`src/rtl/dh_key_gen_pkg.sv`:
```
// Shared definitions for the Diffie-Hellman key generator: key/counter widths,
// FSM state type and a modulus-validity helper.
package dh_pkg;

  localparam int KEY_W = 4;
  localparam int CNT_W = 2;

  localparam logic [KEY_W-1:0] ONE = 4'd1;

  typedef enum logic [1:0] {
    IDLE   = 2'd0,
    CALC   = 2'd1,
    FINISH = 2'd2
  } state_t;

  // A modulus of 0 or 1 cannot define a useful residue ring.
  function automatic logic mod_invalid(input logic [KEY_W-1:0] m);
    return (m[KEY_W-1:1] == '0);
  endfunction

endpackage

```
`src/rtl/dh_key_gen_if.sv`:
```
// Request/result bundle between a key-generation client (master) and
// dh_key_gen (slave).
interface dh_key_gen_if;
  import dh_pkg::*;

  logic             start;
  logic [KEY_W-1:0] base_i;
  logic [KEY_W-1:0] exp_i;
  logic [KEY_W-1:0] mod_i;
  logic [KEY_W-1:0] key_o;
  logic             busy;
  logic             done;
  logic             err;

  modport master (
    output start, base_i, exp_i, mod_i,
    input  key_o, busy, done, err
  );

  modport slave (
    input  start, base_i, exp_i, mod_i,
    output key_o, busy, done, err
  );

endinterface

```
`src/rtl/dh_key_gen_mod_mul.sv`:
```
// Combinational modular multiplier: r = (a*b) mod m using a full double-width
// product, so nothing is lost before the reduction. Returns 0 for m < 2.
module dh_mod_mul
  import dh_pkg::*;
(
  input  logic [KEY_W-1:0] a_i,
  input  logic [KEY_W-1:0] b_i,
  input  logic [KEY_W-1:0] m_i,
  output logic [KEY_W-1:0] r_o
);

  logic [2*KEY_W-1:0] prod_w;
  logic [2*KEY_W-1:0] mod_w;

  assign prod_w = {{KEY_W{1'b0}}, a_i} * {{KEY_W{1'b0}}, b_i};
  assign mod_w  = {{KEY_W{1'b0}}, m_i};

  // Reduce the full product; the remainder always fits in KEY_W bits.
  always_comb begin
    r_o = '0;
    if (!mod_invalid(m_i)) begin
      r_o = KEY_W'(prod_w % mod_w);
    end
  end

endmodule

```
`src/rtl/dh_key_gen.sv`:
```
// Diffie-Hellman key generator: key = base^exp mod p by right-to-left
// square-and-multiply, one exponent bit per CALC cycle.
// Optional build macro DH_KEY_EARLY_EXIT_EN: leave CALC as soon as the
// remaining exponent bits are all zero (variable latency, same key).
module dh_key_gen
  import dh_pkg::*;
(
  input  logic        clk,
  input  logic        rst,
  dh_key_gen_if.slave bus
);

  state_t           state_q, state_d;
  logic [KEY_W-1:0] acc_q, acc_d;
  logic [KEY_W-1:0] b_q, b_d;
  logic [KEY_W-1:0] exp_q, exp_d;
  logic [KEY_W-1:0] p_q, p_d;
  logic [CNT_W-1:0] cnt_q, cnt_d;
  logic [KEY_W-1:0] key_q, key_d;
  logic             done_q, done_d;
  logic             err_q, err_d;

  logic [KEY_W-1:0] mul_r;
  logic [KEY_W-1:0] sq_a, sq_b, sq_m, sq_r;
  logic             calc_last;

  // Multiply path: acc * b mod p.
  dh_mod_mul u_mul (
    .a_i (acc_q),
    .b_i (b_q),
    .m_i (p_q),
    .r_o (mul_r)
  );

  // Square path; while idle it is borrowed to reduce the incoming base (base*1 mod p).
  assign sq_a = (state_q == IDLE) ? bus.base_i : b_q;
  assign sq_b = (state_q == IDLE) ? ONE        : b_q;
  assign sq_m = (state_q == IDLE) ? bus.mod_i  : p_q;

  dh_mod_mul u_sqr (
    .a_i (sq_a),
    .b_i (sq_b),
    .m_i (sq_m),
    .r_o (sq_r)
  );

`ifdef DH_KEY_EARLY_EXIT_EN
  logic [KEY_W-1:0] exp_rem;
  // Bits still to be consumed after the current one.
  assign exp_rem   = exp_q >> ({1'b0, cnt_q} + 3'd1);
  assign calc_last = (exp_rem == '0);
`else
  assign calc_last = (cnt_q == CNT_W'(KEY_W - 1));
`endif

  // Next-state and datapath update for the IDLE/CALC/FINISH sequence.
  always_comb begin
    state_d = state_q;
    acc_d   = acc_q;
    b_d     = b_q;
    exp_d   = exp_q;
    p_d     = p_q;
    cnt_d   = cnt_q;
    key_d   = key_q;
    done_d  = 1'b0;
    err_d   = err_q;
    case (state_q)
      IDLE: begin
        if (bus.start) begin
          exp_d   = bus.exp_i;
          p_d     = bus.mod_i;
          b_d     = sq_r;
          acc_d   = ONE;
          cnt_d   = '0;
          err_d   = 1'b0;
          state_d = mod_invalid(bus.mod_i) ? FINISH : CALC;
        end
      end
      CALC: begin
        if (exp_q[cnt_q]) begin
          acc_d = mul_r;
        end
        b_d   = sq_r;
        cnt_d = cnt_q + CNT_W'(1);
        if (calc_last) begin
          state_d = FINISH;
        end
      end
      FINISH: begin
        key_d   = mod_invalid(p_q) ? '0 : acc_q;
        err_d   = mod_invalid(p_q);
        done_d  = 1'b1;
        state_d = IDLE;
      end
      default: state_d = IDLE;
    endcase
  end

  // State and datapath registers; reset clears everything and aborts any run.
  always_ff @(posedge clk or negedge rst) begin
    if (!rst) begin
      state_q <= IDLE;
      acc_q   <= '0;
      b_q     <= '0;
      exp_q   <= '0;
      p_q     <= '0;
      cnt_q   <= '0;
      key_q   <= '0;
      done_q  <= 1'b0;
      err_q   <= 1'b0;
    end else begin
      state_q <= state_d;
      acc_q   <= acc_d;
      b_q     <= b_d;
      exp_q   <= exp_d;
      p_q     <= p_d;
      cnt_q   <= cnt_d;
      key_q   <= key_d;
      done_q  <= done_d;
      err_q   <= err_d;
    end
  end

  assign bus.key_o = key_q;
  assign bus.done  = done_q;
  assign bus.err   = err_q;
  assign bus.busy  = (state_q != IDLE);

endmodule

```
`src/flat_wrapper.sv`:
```
// flat-port wrapper written by rule: the top's interface ports become plain ports
module dh_key_gen_flat import dh_pkg::*;
  (clk, rst, bus_start, bus_base_i, bus_exp_i, bus_mod_i, bus_key_o, bus_busy, bus_done, bus_err);
  dh_key_gen_if bus_i ();
  input  logic clk;
  input  logic rst;
  input wire logic [$bits(bus_i.start)-1:0] bus_start;
  input wire logic [$bits(bus_i.base_i)-1:0] bus_base_i;
  input wire logic [$bits(bus_i.exp_i)-1:0] bus_exp_i;
  input wire logic [$bits(bus_i.mod_i)-1:0] bus_mod_i;
  output wire logic [$bits(bus_i.key_o)-1:0] bus_key_o;
  output wire logic [$bits(bus_i.busy)-1:0] bus_busy;
  output wire logic [$bits(bus_i.done)-1:0] bus_done;
  output wire logic [$bits(bus_i.err)-1:0] bus_err;
  assign bus_i.start = bus_start;
  assign bus_i.base_i = bus_base_i;
  assign bus_i.exp_i = bus_exp_i;
  assign bus_i.mod_i = bus_mod_i;
  assign bus_key_o = bus_i.key_o;
  assign bus_busy = bus_i.busy;
  assign bus_done = bus_i.done;
  assign bus_err = bus_i.err;
  dh_key_gen u_core (.clk(clk), .rst(rst), .bus(bus_i));
endmodule
```
`config.mk`:
```
export PLATFORM = sky130hd
export DESIGN_NAME = dh_key_gen_flat
export DESIGN_NICKNAME = d
export VERILOG_FILES = /design/src/rtl/dh_key_gen_pkg.sv /design/src/rtl/dh_key_gen_if.sv /design/src/rtl/dh_key_gen_mod_mul.sv /design/src/rtl/dh_key_gen.sv /design/src/flat_wrapper.sv
export SDC_FILE = /design/constraint.sdc
export NUM_CORES = 1
export LEC_CHECK = 0
export CAP_MARGIN = 20
export CORE_ASPECT_RATIO = 0.7
export CORE_UTILIZATION = 53
export CTS_BUF_LIST = sky130_fd_sc_hd__clkbuf_16
export CTS_CLUSTER_DIAMETER = 50
export DETAILED_ROUTE_END_ITERATION = 10
export GPL_TIMING_DRIVEN = 0
export PLACE_DENSITY = 0.77
export SYNTH_ARGS = -nofsm -noshare
export SYNTH_HDL_FRONTEND = slang
export SYNTH_HIERARCHICAL = 1
export SYNTH_SLANG_ARGS = --single-unit
export TNS_END_PERCENT = 1
```
`constraint.sdc`:
```
create_clock -name clk -period 13.85 [get_ports clk]
set_clock_uncertainty 0.2 [all_clocks]
set_input_delay 2.77 -clock clk [delete_from_list [all_inputs] [get_ports clk]]
set_output_delay 2.77 -clock clk [all_outputs]
set_load 0.03 [all_outputs]
```
==> impl_results.rst, run 1 <==
.. list-table::
   :header-rows: 1

   * - Metric
     - Value
   * - Leading cell type in the layout, fill and taps excluded
     - buf_4
   * - Uppermost layer routed
     - met4
   * - Post-Syn Area
     - 5301 um2
   * - Endpoint of the lowest-slack register-to-register path
     - u_core/acc_q[0]
   * - DR WL met3
     - 1352 um
   * - Syn avg cell area
     - 8.388 um2
   * - Total number of yosys warnings
     - 6
   * - Highest-delay cell along the critical path
     - fa_2
   * - Wire length of the first global-routing pass
     - 25000 um
   * - Post-synthesis simple-gate area fraction
     - 23.84%
   * - Number of vias in the routed layout
     - around 5700
   * - Post-detailed-route wirelength per cell
     - 20.64 um
   * - Vias in the first global route
     - 5250
   * - Insertion delay to the later sink of the worst-skew pair
     - 0.26 ns
   * - Area after DPL
     - 5898 um2
   * - Filler instances
     - 635
   * - Outcome
     - finished with violations
   * - Width of the die
     - 121.5 um
   * - Finished layout cell area
     - 6964 um2
   * - Remaining antenna violation count after routing
     - 0
   * - Antenna Diode Count
     - 0
   * - Data arrival time of the critical path
     - 15.72 ns
   * - Share of cells above drive strength 1
     - 30.81%
   * - Flops & latches, synth
     - 26
   * - Die Height
     - 85.68 um
   * - Share of synthesized area spent on multiplexers
     - 9.464%
   * - Final weighted congestion in routability-driven placement
     - between 0.8 and 0.9
   * - Prevailing post-synth register cell
     - dfrtp_1
   * - Number of setup violations in the final report
     - 8
   * - Maximum fanout encountered on the critical timing path
     - 6
   * - Hold depth
     - 1
   * - First drt pass iteration count
     - 8
   * - Post-synthesis xor/xnor area fraction
     - 4.461%
   * - Fmax
     - 63.34 MHz
   * - Sequential cell area
     - approximately 650 um2
   * - Clock slew at reported path FFs
     - 0.06 ns
   * - Worst r2r path cells
     - between 60 and 70
   * - Critical Path Start Type
     - input pin
   * - Arithmetic-cell share of the synthesized area counting full adders, half adders and majority gates
     - 23.37%
   * - Tightest slew margin relative to the limit
     - a little under two fifths
   * - Number of levels in the clock H-tree
     - 1
   * - Core occupancy in the finished layout
     - 71.63%
   * - Clock sinks
     - 26
   * - Highest cell delay on the worst timing path
     - about 0.59 ns
   * - End point of the worst hold path
     - u_core/bus.key_o[3]
   * - Largest net degree at the start of global routing
     - 19
   * - Fraction of registers with async set/reset
     - 100.0%
   * - Net count reported at finish
     - between 800 and 900
   * - Half-perimeter wire length of the detailed placement result
     - 10560 um
   * - Maximum capacitance violations
     - 0
   * - Violations in the final reports
     - design-rule violations, negative setup slack
   * - Most used cell, CP
     - buf_4
   * - Count of final hold-check violations
     - 0
   * - Via-per-instance ratio
     - 6.616
   * - Register-to-register path setup slack
     - -0.75 ns
   * - Number of synthesized flops with an enable pin
     - 0
   * - Time the final worst path needs with I/O delays and setup
     - 15.79 ns
   * - Leftover overflow at the end of global routing
     - 0
   * - Die Footprint
     - 10410 um2
   * - Period Utilization, post-route
     - 114.0%
   * - Max Root-Sink Buffers
     - 2
   * - Measured slew at the worst slew-check pin
     - 0.9258 ns
   * - Port Buffers
     - 21
   * - Aggregate negative setup slack
     - -10.14 ns
   * - Clock tree from TritonCTS
     - built
   * - I/O pins
     - 22
   * - Share of the yosys chip area belonging to registers
     - 12.27%
   * - Met2 WL
     - 8176 um
   * - Class of the most critical hold timing path
     - flip-flop to flip-flop
   * - Total track usage
     - 29.46%
   * - Largest family of logic cells by synthesized area
     - simple AND/OR/NAND/NOR gates
   * - Multi-input gate area
     - approximately 5000 um2
   * - Most frequent cells in the layout
     - buf_4 (80), ha_1 (70), nand2_1 (45), inv_1 (42), nor2_1 (34)
   * - Crit path setup slack, layout
     - -1.937 ns
   * - Synthesized netlist net count
     - 740
   * - Max-slew violation count
     - 0
   * - Cell Rows
     - 30
   * - Cell at the root of the clock tree
     - clkbuf_16
   * - 1st-iter DRT viols
     - 654
   * - Source of the worst register-to-register timing path
     - u_core/acc_q[2]
   * - Synthesized instance count
     - 632
   * - DRT met1 WL
     - 7411 um
   * - Total wirelength of the detailed-routed design
     - around 18000 um
   * - Effective utilization at floorplan
     - 54.53%
   * - DRC Markers
     - 1
   * - Unrepaired setup endpoints after global routing
     - yes
   * - Num CTS Buffers
     - 3
   * - Layout overhead on the synthesized area
     - 31.37%
   * - Synth cell types
     - 87
   * - Category of the worst setup path capture point
     - flip-flop
   * - Kind of critical path
     - input pin to flip-flop
   * - Req. time, crit path
     - 13.78 ns
   * - Area of the core
     - between 9000 and 10000 um2
   * - Hold Startpoint
     - u_core/bus.key_o[3]
   * - Antenna violations before repair
     - 0
   * - Area fraction in compound gates after synthesis
     - a little under a quarter
-- state kept, by name, summed over array words and instances (netlist names) --
signal            cells
u_core/state_q        2
u_core/cnt_q          2
u_core/exp_q          4
u_core/bus.err        1
u_core/b_q            4
u_core/bus.done       1
u_core/bus.key_o      4
u_core/acc_q          4
u_core/p_q            4
-- critical path, delay by kind of cell --
| kind | cells | cell delay (ns) |
|---|---|---|
| mux | 2 | 0.55 |
| compound gates | 21 | 4.33 |
| xor+xnor | 1 | 0.13 |
| simple gates | 14 | 1.79 |
| fa+ha+maj | 9 | 2.78 |
| buf+inv | 26 | 3.35 |
-- cell families (layout without fill, tap and decap cells) --
| kind of cell | after synthesis | in the layout |
|---|---|---|
| AND/OR/NAND/NOR | 230 | 230 |
| adder cells (fa/ha/maj) | 93 | 93 |
| multiplexers | 45 | 45 |
| flip-flops | 26 | 26 |
| AO/OA/AOI/OAI | 161 | 161 |
| buffers and inverters | 50 | 158 |
| XOR/XNOR | 27 | 27 |
-- worst max-delay path by stage --
stage	startpoint	to	slack [ns]	cells after the start
final	bus_base_i[1]	u_core/b_q[0]	-1.94	73
after global routing	bus_base_i[1]	u_core/b_q[0]	-2.19	65
after CTS	bus_base_i[0]	u_core/b_q[0]	-1.48	66
after detailed placement	bus_base_i[2]	u_core/b_q[0]	-2.90	65
after global placement	bus_base_i[2]	u_core/b_q[0]	-2.69	65
after floorplan	bus_base_i[0]	u_core/b_q[0]	-1.29	63
-- metrics by stage --
step                      hold WS [ns]  worst slack, ns  cells
after floorplan                 0.2750           -1.287    632
after global placement          0.2844           -2.692    781
after detailed placement        0.3003           -2.901    782
after CTS                       0.3138           -1.482    852
after global routing            0.3392           -2.193    868
final                           0.3087           -1.937    868
-- routing by layer --
layer	GRT usage, %	vias up
li1	-	2544
met1	40.24	2725
met2	49.43	354
met3	2.194	120
met4	9.203	0
met5	0	-
-- synth_stat cells, types with 17 or more instances --
| cell | instances | area share (%) |
|---|---|---|
| o21ai_0 | 21 | 2.0 |
| nor3_1 | 21 | 2.0 |
| inv_1 | 45 | 3.2 |
| xnor2_1 | 17 | 2.8 |
| nor2_1 | 42 | 3.0 |
| mux2_2 | 22 | 4.7 |
| ha_1 | 83 | 20 |
| dfrtp_1 | 26 | 12 |
| o21a_1 | 18 | 2.5 |
| nand2_1 | 49 | 3.5 |
| and2_1 | 30 | 3.5 |
| mux2i_1 | 18 | 3.4 |
| a21oi_1 | 27 | 2.5 |
-- cell type report --
class / instances / share of cell area, %
plain buffers: 5 / 0.6109
clock buffers: 3 / 1.078
clock inverters: 1 / 0.05390
inverters: 45 / 2.461
multi-input cells: 556 / 71.79
flip-flops and latches: 26 / 9.342
well taps: 128 / 2.300
repair buffers: 104 / 12.36
-- what timing repair did --
| action | in CTS | in global routing |
|---|---|---|
| gates resized for setup | 32 | 45 |
| pin swaps | 46 | 56 |
| hold buffers | 0 | 0 |
| endpoints found under the setup margin | 8 | 8 |
| buffers inserted | 66 | 17 |
| hold endpoints to repair | 0 | 0 |
Power of run 1 is not shown: default switching activity piles up to over one toggle a cycle in this logic, so the estimate is an artifact.
==> run 2: changes to the inputs <==
- GPL_ROUTABILITY_DRIVEN: unset -> 0
==> run 2 against run 1 <==
Effect of this change: the run ends with negative setup slack left; setup slack improved by 0.17 ns; final cell count fell by 2.6%; largest cell class unchanged; first-iteration DRC count fell by 35%; global-route usage fell by 1.2 points; clock-buffer cell count did not move; critical path depth fell by 9; wire length fell by 14%; non-clock buffer count fell by 23.
==> impl_results.rst, run 2 (synthesis gave the netlist of run 1 again) <==
.. list-table::
   :header-rows: 1

   * - Metric
     - Value
   * - Time the final worst path needs with I/O delays and setup
     - 15.61 ns (-0.1745 ns)
   * - Antenna Diode Count
     - 0 (unchanged)
   * - Clock sinks
     - 26 (unchanged)
   * - Pre-CTS setup slack
     - -2.981 ns (-0.07932 ns)
   * - Number of levels in the clock H-tree
     - 1 (unchanged)
   * - Core occupancy in the finished layout
     - 68.76% (-2.9 points)
   * - Aggregate negative setup slack
     - -9.653 ns (+0.4897 ns)
   * - Total track usage
     - 28.21% (-1.2 points)
   * - Filler instances
     - 701 (+10%)
   * - Cell at the root of the clock tree
     - clkbuf_16
   * - Clock slew at reported path FFs
     - 0.06 ns (about the same)
   * - Antenna violations before repair
     - 0 (unchanged)
   * - Max Root-Sink Buffers
     - 2 (unchanged)
   * - Endpoint of the lowest-slack register-to-register path
     - u_core/acc_q[0]
   * - End point of the worst hold path
     - u_core/exp_q[0]
   * - First drt pass iteration count
     - 5 (-3)
   * - Highest-delay cell along the critical path
     - fa_2
   * - Largest net degree at the start of global routing
     - 27 (+8)
   * - Period Utilization, post-route
     - 112.7% (-1.3 points)
   * - Count of final hold-check violations
     - 0 (unchanged)
   * - Data arrival time of the critical path
     - 15.56 ns (-0.16 ns)
   * - Port Buffers
     - 21 (unchanged)
   * - Number of vias in the routed layout
     - 5271 (-8.2%)
   * - Measured slew at the worst slew-check pin
     - 0.8812 ns (-0.04468 ns)
   * - Width of the die
     - 121.5 um (unchanged)
   * - Net count reported at finish
     - 826 (-2.7%)
   * - Unrepaired setup endpoints after global routing
     - yes
   * - Num CTS Buffers
     - 3 (unchanged)
   * - Kind of critical path
     - input pin to flip-flop
   * - Outcome
     - finished with violations
   * - Worst r2r path cells
     - 63 (unchanged)
   * - Half-perimeter wire length of the detailed placement result
     - 10930 um (+3.5%)
   * - Maximum fanout encountered on the critical timing path
     - 6 (unchanged)
   * - Effective utilization at floorplan
     - 54.53% (unchanged)
   * - # hold bufs at CTS
     - 0 (unchanged)
   * - Area of the core
     - 9722 um2 (unchanged)
   * - Req. time, crit path
     - 13.80 ns (+0.02 ns)
   * - Clock tree from TritonCTS
     - built
   * - Total wirelength of the detailed-routed design
     - 15440 um (-14%)
   * - Finished layout cell area
     - 6685 um2 (-4.0%)
   * - Number of setup violations in the final report
     - 8 (unchanged)
   * - Hold depth
     - 1 (unchanged)
   * - Fmax
     - 64.05 MHz (+1.1%)
   * - Cell family with the largest share of critical-path delay
     - compound AO/OA/AOI/OAI gates
   * - Tightest slew margin relative to the limit
     - 40.80% (+2.5 points)
   * - 1st-iter DRT viols
     - 423 (-35%)
   * - Cell Rows
     - 30 (unchanged)
   * - Violations in the final reports
     - negative setup slack
   * - Via-per-instance ratio
     - 6.238 (-5.7%)
   * - Highest cell delay on the worst timing path
     - 0.58 ns (about the same)
   * - Max-slew violation count
     - 0 (unchanged)
   * - DRC Markers
     - 0 (-1)
   * - Insertion delay to the later sink of the worst-skew pair
     - 0.26 ns (about the same)
   * - Vias in the first global route
     - 5065 (-3.5%)
   * - Hold Startpoint
     - u_core/exp_q[0]
   * - Most frequent cells in the layout
     - ha_1 (71), buf_4 (57), nand2_1 (46), inv_1 (43), nor2_1 (32)
   * - Critical Path Start Type
     - input pin
   * - Crit path setup slack, layout
     - -1.763 ns (+0.1745 ns)
   * - Die Height
     - 85.68 um (unchanged)
   * - Maximum capacitance violations
     - 0 (unchanged)
   * - Most used cell, CP
     - o21a_1
   * - Leftover overflow at the end of global routing
     - 0 (unchanged)
   * - Remaining antenna violation count after routing
     - 0 (unchanged)
   * - Die Footprint
     - 10410 um2 (unchanged)
   * - Area after DPL
     - 5871 um2 (-0.47%)
   * - Source of the worst register-to-register timing path
     - u_core/acc_q[2]
   * - Wire length of the first global-routing pass
     - 23830 um (-4.7%)
   * - Layout overhead on the synthesized area
     - 26.10%
   * - I/O pins
     - 22 (unchanged)
   * - Post-detailed-route wirelength per cell
     - 18.27 um (-11%)
   * - Leading cell type in the layout, fill and taps excluded
     - ha_1
   * - Share of cells above drive strength 1
     - 27.89% (-2.9 points)
   * - Register-to-register path setup slack
     - -0.76 ns (about the same)
   * - Buf+Inv Stages, Crit Path
     - 7 (-73%)
   * - Category of the worst setup path capture point
     - flip-flop
   * - Class of the most critical hold timing path
     - flip-flop to flip-flop
-- run 2: how the worst max path moves through the flow --
stage                        from       endpoint  slack, ns  cells past startpoint
floorplan           bus_base_i[0]  u_core/b_q[0]      -1.29                     63
global placement    bus_base_i[2]  u_core/b_q[0]      -2.71                     65
detailed placement  bus_base_i[2]  u_core/b_q[0]      -2.98                     65
CTS                 bus_base_i[0]  u_core/b_q[0]      -1.48                     66
global route        bus_base_i[0]  u_core/b_q[3]      -2.25                     65
finish              bus_base_i[0]  u_core/b_q[3]      -1.76                     64
-- run 2: layout make-up --
cell class / instances / area [um2] / area share (%)
clock buffer: 3 / 75.07 / 1.123
clock inverter: 1 / 3.754 / 0.05615
timing repair buffer: 81 / 670.6 / 10.03
multi-input combinational: 556 / 4911 / 73.46
inverter: 45 / 171.4 / 2.564
tap: 128 / 160.2 / 2.396
sequential: 26 / 650.6 / 9.732
buffer: 5 / 42.54 / 0.6363
-- run 2: stage by stage --
stage,hold slack (ns),std cells
2_1_floorplan,0.2750,632
5_1_grt,0.3247,845
3_3_place_gp,0.2836,781
4_1_cts,0.3089,828
3_5_place_dp,0.2960,781
6_report,0.3070,845
-- run 2: repair_timing --
action / in CTS / in global routing
endpoints found under the hold margin: 0 / 0
gates resized for setup: 40 / 28
pin swaps: 47 / 40
buffers inserted: 43 / 16
cloned: 0 / 0
setup endpoints to repair: 8 / 8
-- run 2: layer usage --
| layer | track usage (%) | part of all wire (%) | vias to the layer above |
|---|---|---|---|
| li1 | - | - | 2506 |
| met1 | 41.48 | 46 | 2526 |
| met2 | 44.89 | 45 | 203 |
| met3 | 2.327 | 6.1 | 36 |
| met4 | 5.724 | 2.3 | 0 |
| met5 | 0 | 0 | - |
Power of run 2 is left out for the same reason.
==> run 3: changes to the inputs <==
- GPL_ROUTABILITY_DRIVEN: 0 -> unset
- SLEW_MARGIN: unset -> 20
==> run 3 against run 2 <==
Effect of this change: the flow still finishes with violations (negative setup slack); die area stayed put; design area decreased by 0.13%; maximum frequency grew 1.5%; via count increased by 2.4%; clock-buffer cell count did not move; flip-flop and latch count is the same; final cell count is 0.83% higher; register-to-register slack better by 0.23 ns; non-clock buffer count increased by 7; highest routed layer unchanged.
==> impl_results.rst, run 3 (synthesis gave the netlist of run 1 again) <==
.. list-table::
   :header-rows: 1

   * - Metric
     - Value
   * - Highest-delay cell along the critical path
     - fa_2
   * - Number of vias in the routed layout
     - 5397 (+2.4%)
   * - Category of the worst setup path capture point
     - flip-flop
   * - Clock slew at reported path FFs
     - 0.06 ns (about the same)
   * - # hold bufs at CTS
     - 0 (unchanged)
   * - Buf+Inv Stages, Crit Path
     - 25 (+18)
   * - Via-per-instance ratio
     - 6.335 (+1.5%)
   * - Cell family with the largest share of critical-path delay
     - compound AO/OA/AOI/OAI gates
   * - Total wirelength of the detailed-routed design
     - 15610 um (+1.1%)
   * - Critical Path Start Type
     - input pin
   * - Vias in the first global route
     - 5175 (+2.2%)
   * - Cell depth of the worst setup path
     - 72 (+13%)
   * - First drt pass iteration count
     - 5 (unchanged)
   * - Antenna Diode Count
     - 0 (unchanged)
   * - Period Utilization, post-route
     - 111.1% (-1.6 points)
   * - Clock tree from TritonCTS
     - built
   * - Worst r2r path cells
     - 62 (-1.6%)
   * - Kind of critical path
     - input pin to flip-flop
   * - Leading cell type in the layout, fill and taps excluded
     - ha_1
   * - Total track usage
     - 29.33% (+1.1 points)
   * - Outcome
     - finished with violations
   * - Hold depth
     - 1 (unchanged)
   * - Clock sinks
     - 26 (unchanged)
   * - Antenna violations before repair
     - 0 (unchanged)
   * - 1st-iter DRT viols
     - 477 (+13%)
   * - Half-perimeter wire length of the detailed placement result
     - 10600 um (-3.0%)
   * - Share of cells above drive strength 1
     - 28.45% (+0.56 points)
   * - Placed cell count
     - 781 (unchanged)
   * - DRC Markers
     - 0 (unchanged)
   * - Leftover overflow at the end of global routing
     - 0 (unchanged)
   * - Time the final worst path needs with I/O delays and setup
     - 15.39 ns (-0.2251 ns)
   * - Filler instances
     - 698 (-0.43%)
   * - Measured slew at the worst slew-check pin
     - 0.8157 ns (-0.06547 ns)
   * - Crit path setup slack, layout
     - -1.538 ns (+0.2251 ns)
   * - Data arrival time of the critical path
     - 15.34 ns (-0.22 ns)
   * - Fmax
     - 64.99 MHz (+1.5%)
   * - Max Root-Sink Buffers
     - 2 (unchanged)
   * - Class of the most critical hold timing path
     - flip-flop to flip-flop
   * - I/O pins
     - 22 (unchanged)
   * - Req. time, crit path
     - 13.80 ns (about the same)
   * - Core occupancy in the finished layout
     - 68.67% (-0.090 points)
   * - Effective utilization at floorplan
     - 54.53% (unchanged)
   * - Layout overhead on the synthesized area
     - 25.94%
   * - Violations in the final reports
     - negative setup slack
   * - Sequential cell area
     - 650.6 um2 (unchanged)
   * - Unrepaired setup endpoints after global routing
     - yes
   * - Die Footprint
     - 10410 um2 (unchanged)
   * - Cell Rows
     - 30 (unchanged)
   * - Maximum fanout encountered on the critical timing path
     - 5 (-1)
   * - Most frequent cells in the layout
     - ha_1 (74), buf_4 (67), nand2_1 (46), inv_1 (43), nor2_1 (34)
   * - Port Buffers
     - 21 (unchanged)
   * - Maximum capacitance violations
     - 0 (unchanged)
   * - Post-layout instance count excluding filler cells
     - 852 (+0.83%)
   * - Number of levels in the clock H-tree
     - 1 (unchanged)
   * - Tightest slew margin relative to the limit
     - 45.20% (+4.4 points)
   * - Most used cell, CP
     - buf_4
   * - Cell at the root of the clock tree
     - clkbuf_16
   * - Count of final hold-check violations
     - 0 (unchanged)
   * - Area of the core
     - 9722 um2 (unchanged)
   * - Highest cell delay on the worst timing path
     - 0.58 ns (about the same)
   * - Max-slew violation count
     - 0 (unchanged)
   * - Wire length of the first global-routing pass
     - 24720 um (+3.8%)
   * - Net count reported at finish
     - 833 (+0.85%)
   * - Width of the die
     - 121.5 um (unchanged)
   * - Die Height
     - 85.68 um (unchanged)
   * - Remaining antenna violation count after routing
     - 0 (unchanged)
   * - Num CTS Buffers
     - 3 (unchanged)
   * - Number of setup violations in the final report
     - 8 (unchanged)
   * - Final weighted congestion in routability-driven placement
     - 0.8835
   * - Insertion delay to the later sink of the worst-skew pair
     - 0.26 ns (about the same)
   * - Largest net degree at the start of global routing
     - 27 (unchanged)
   * - Multi-input gate area
     - 4863 um2 (-0.97%)
   * - Post-detailed-route wirelength per cell
     - 18.32 um (+0.26%)
## run 3: cell types whose count changed in the layout (fill, tap and decap cells not counted), moves of 2 or more
cell	change
buf_4	+10
ha_1	+3
o21ai_2	+3
buf_6	-2
ha_4	-2
nor2_1	+2
nor2_2	-2
## run 3: repair_timing
item,CTS,global route
pin swaps,45,20
setup buffers,62,5
hold endpoints to repair,0,0
gates resized for setup,40,18
endpoints found under the setup margin,8,8
cloned,0,0
## run 3: stage by stage
stage	hold WS (ns)	cell area, um2	TNS, ns	worst slack (ns)
CTS	0.3112	6548	-6.880	-1.336
detailed placement	0.3004	5866	-14.97	-2.854
finish	0.3089	6676	-7.770	-1.538
global placement	0.2844	5871	-12.74	-2.692
floorplan	0.2750	5500	-4.654	-1.287
global route	0.3450	6676	-12.57	-1.879
## run 3: layout make-up
class | count | share of cell area [%]
Sequential cell | 26 | 9.745
Multi-Input combinational cell | 556 | 72.84
Buffer | 5 | 0.6372
Tap cell | 128 | 2.399
Clock buffer | 3 | 1.124
Inverter | 45 | 2.567
Clock inverter | 1 | 0.05622
Timing Repair Buffer | 88 | 10.63
## run 3: worst paths after layout
| check | start | to | slack [ns] |
|---|---|---|---|
| setup / recovery | bus_base_i[1] | u_core/b_q[0] | -1.54 |
| hold / removal | u_core/bus.key_o[3] | u_core/bus.key_o[3] | 0.31 |
| setup reg to reg | u_core/acc_q[2] | u_core/acc_q[0] | -0.53 |
| hold reg to reg | u_core/bus.key_o[3] | u_core/bus.key_o[3] | 0.31 |
| max in group asynchronous | rst | u_core/exp_q[1] | 10.77 |
| min in group asynchronous | rst | u_core/bus.done | 2.30 |
## run 3: layer usage
layer	vias up	global-route usage, %	routed length, um
met5	-	0	0
met4	0	9.315	473
met3	50	2.527	1013
met2	256	49.07	7078
met1	2583	39.92	7040
li1	2508	-	-
## run 3: worst reg2reg max path: cells and delay by family, from the launching register on
kind / cells / cell delay (ns)
AOI/OAI and AO/OA: 28 / 5.32
adders and majority gates: 11 / 3.67
and+or+nand+nor: 13 / 2.33
muxes: 6 / 1.84
DFF: 1 / 0.47
buffers and inverters: 3 / 0.28
xor gates and xnor gates: 1 / 0.15
Power of run 3 is left out for the same reason.
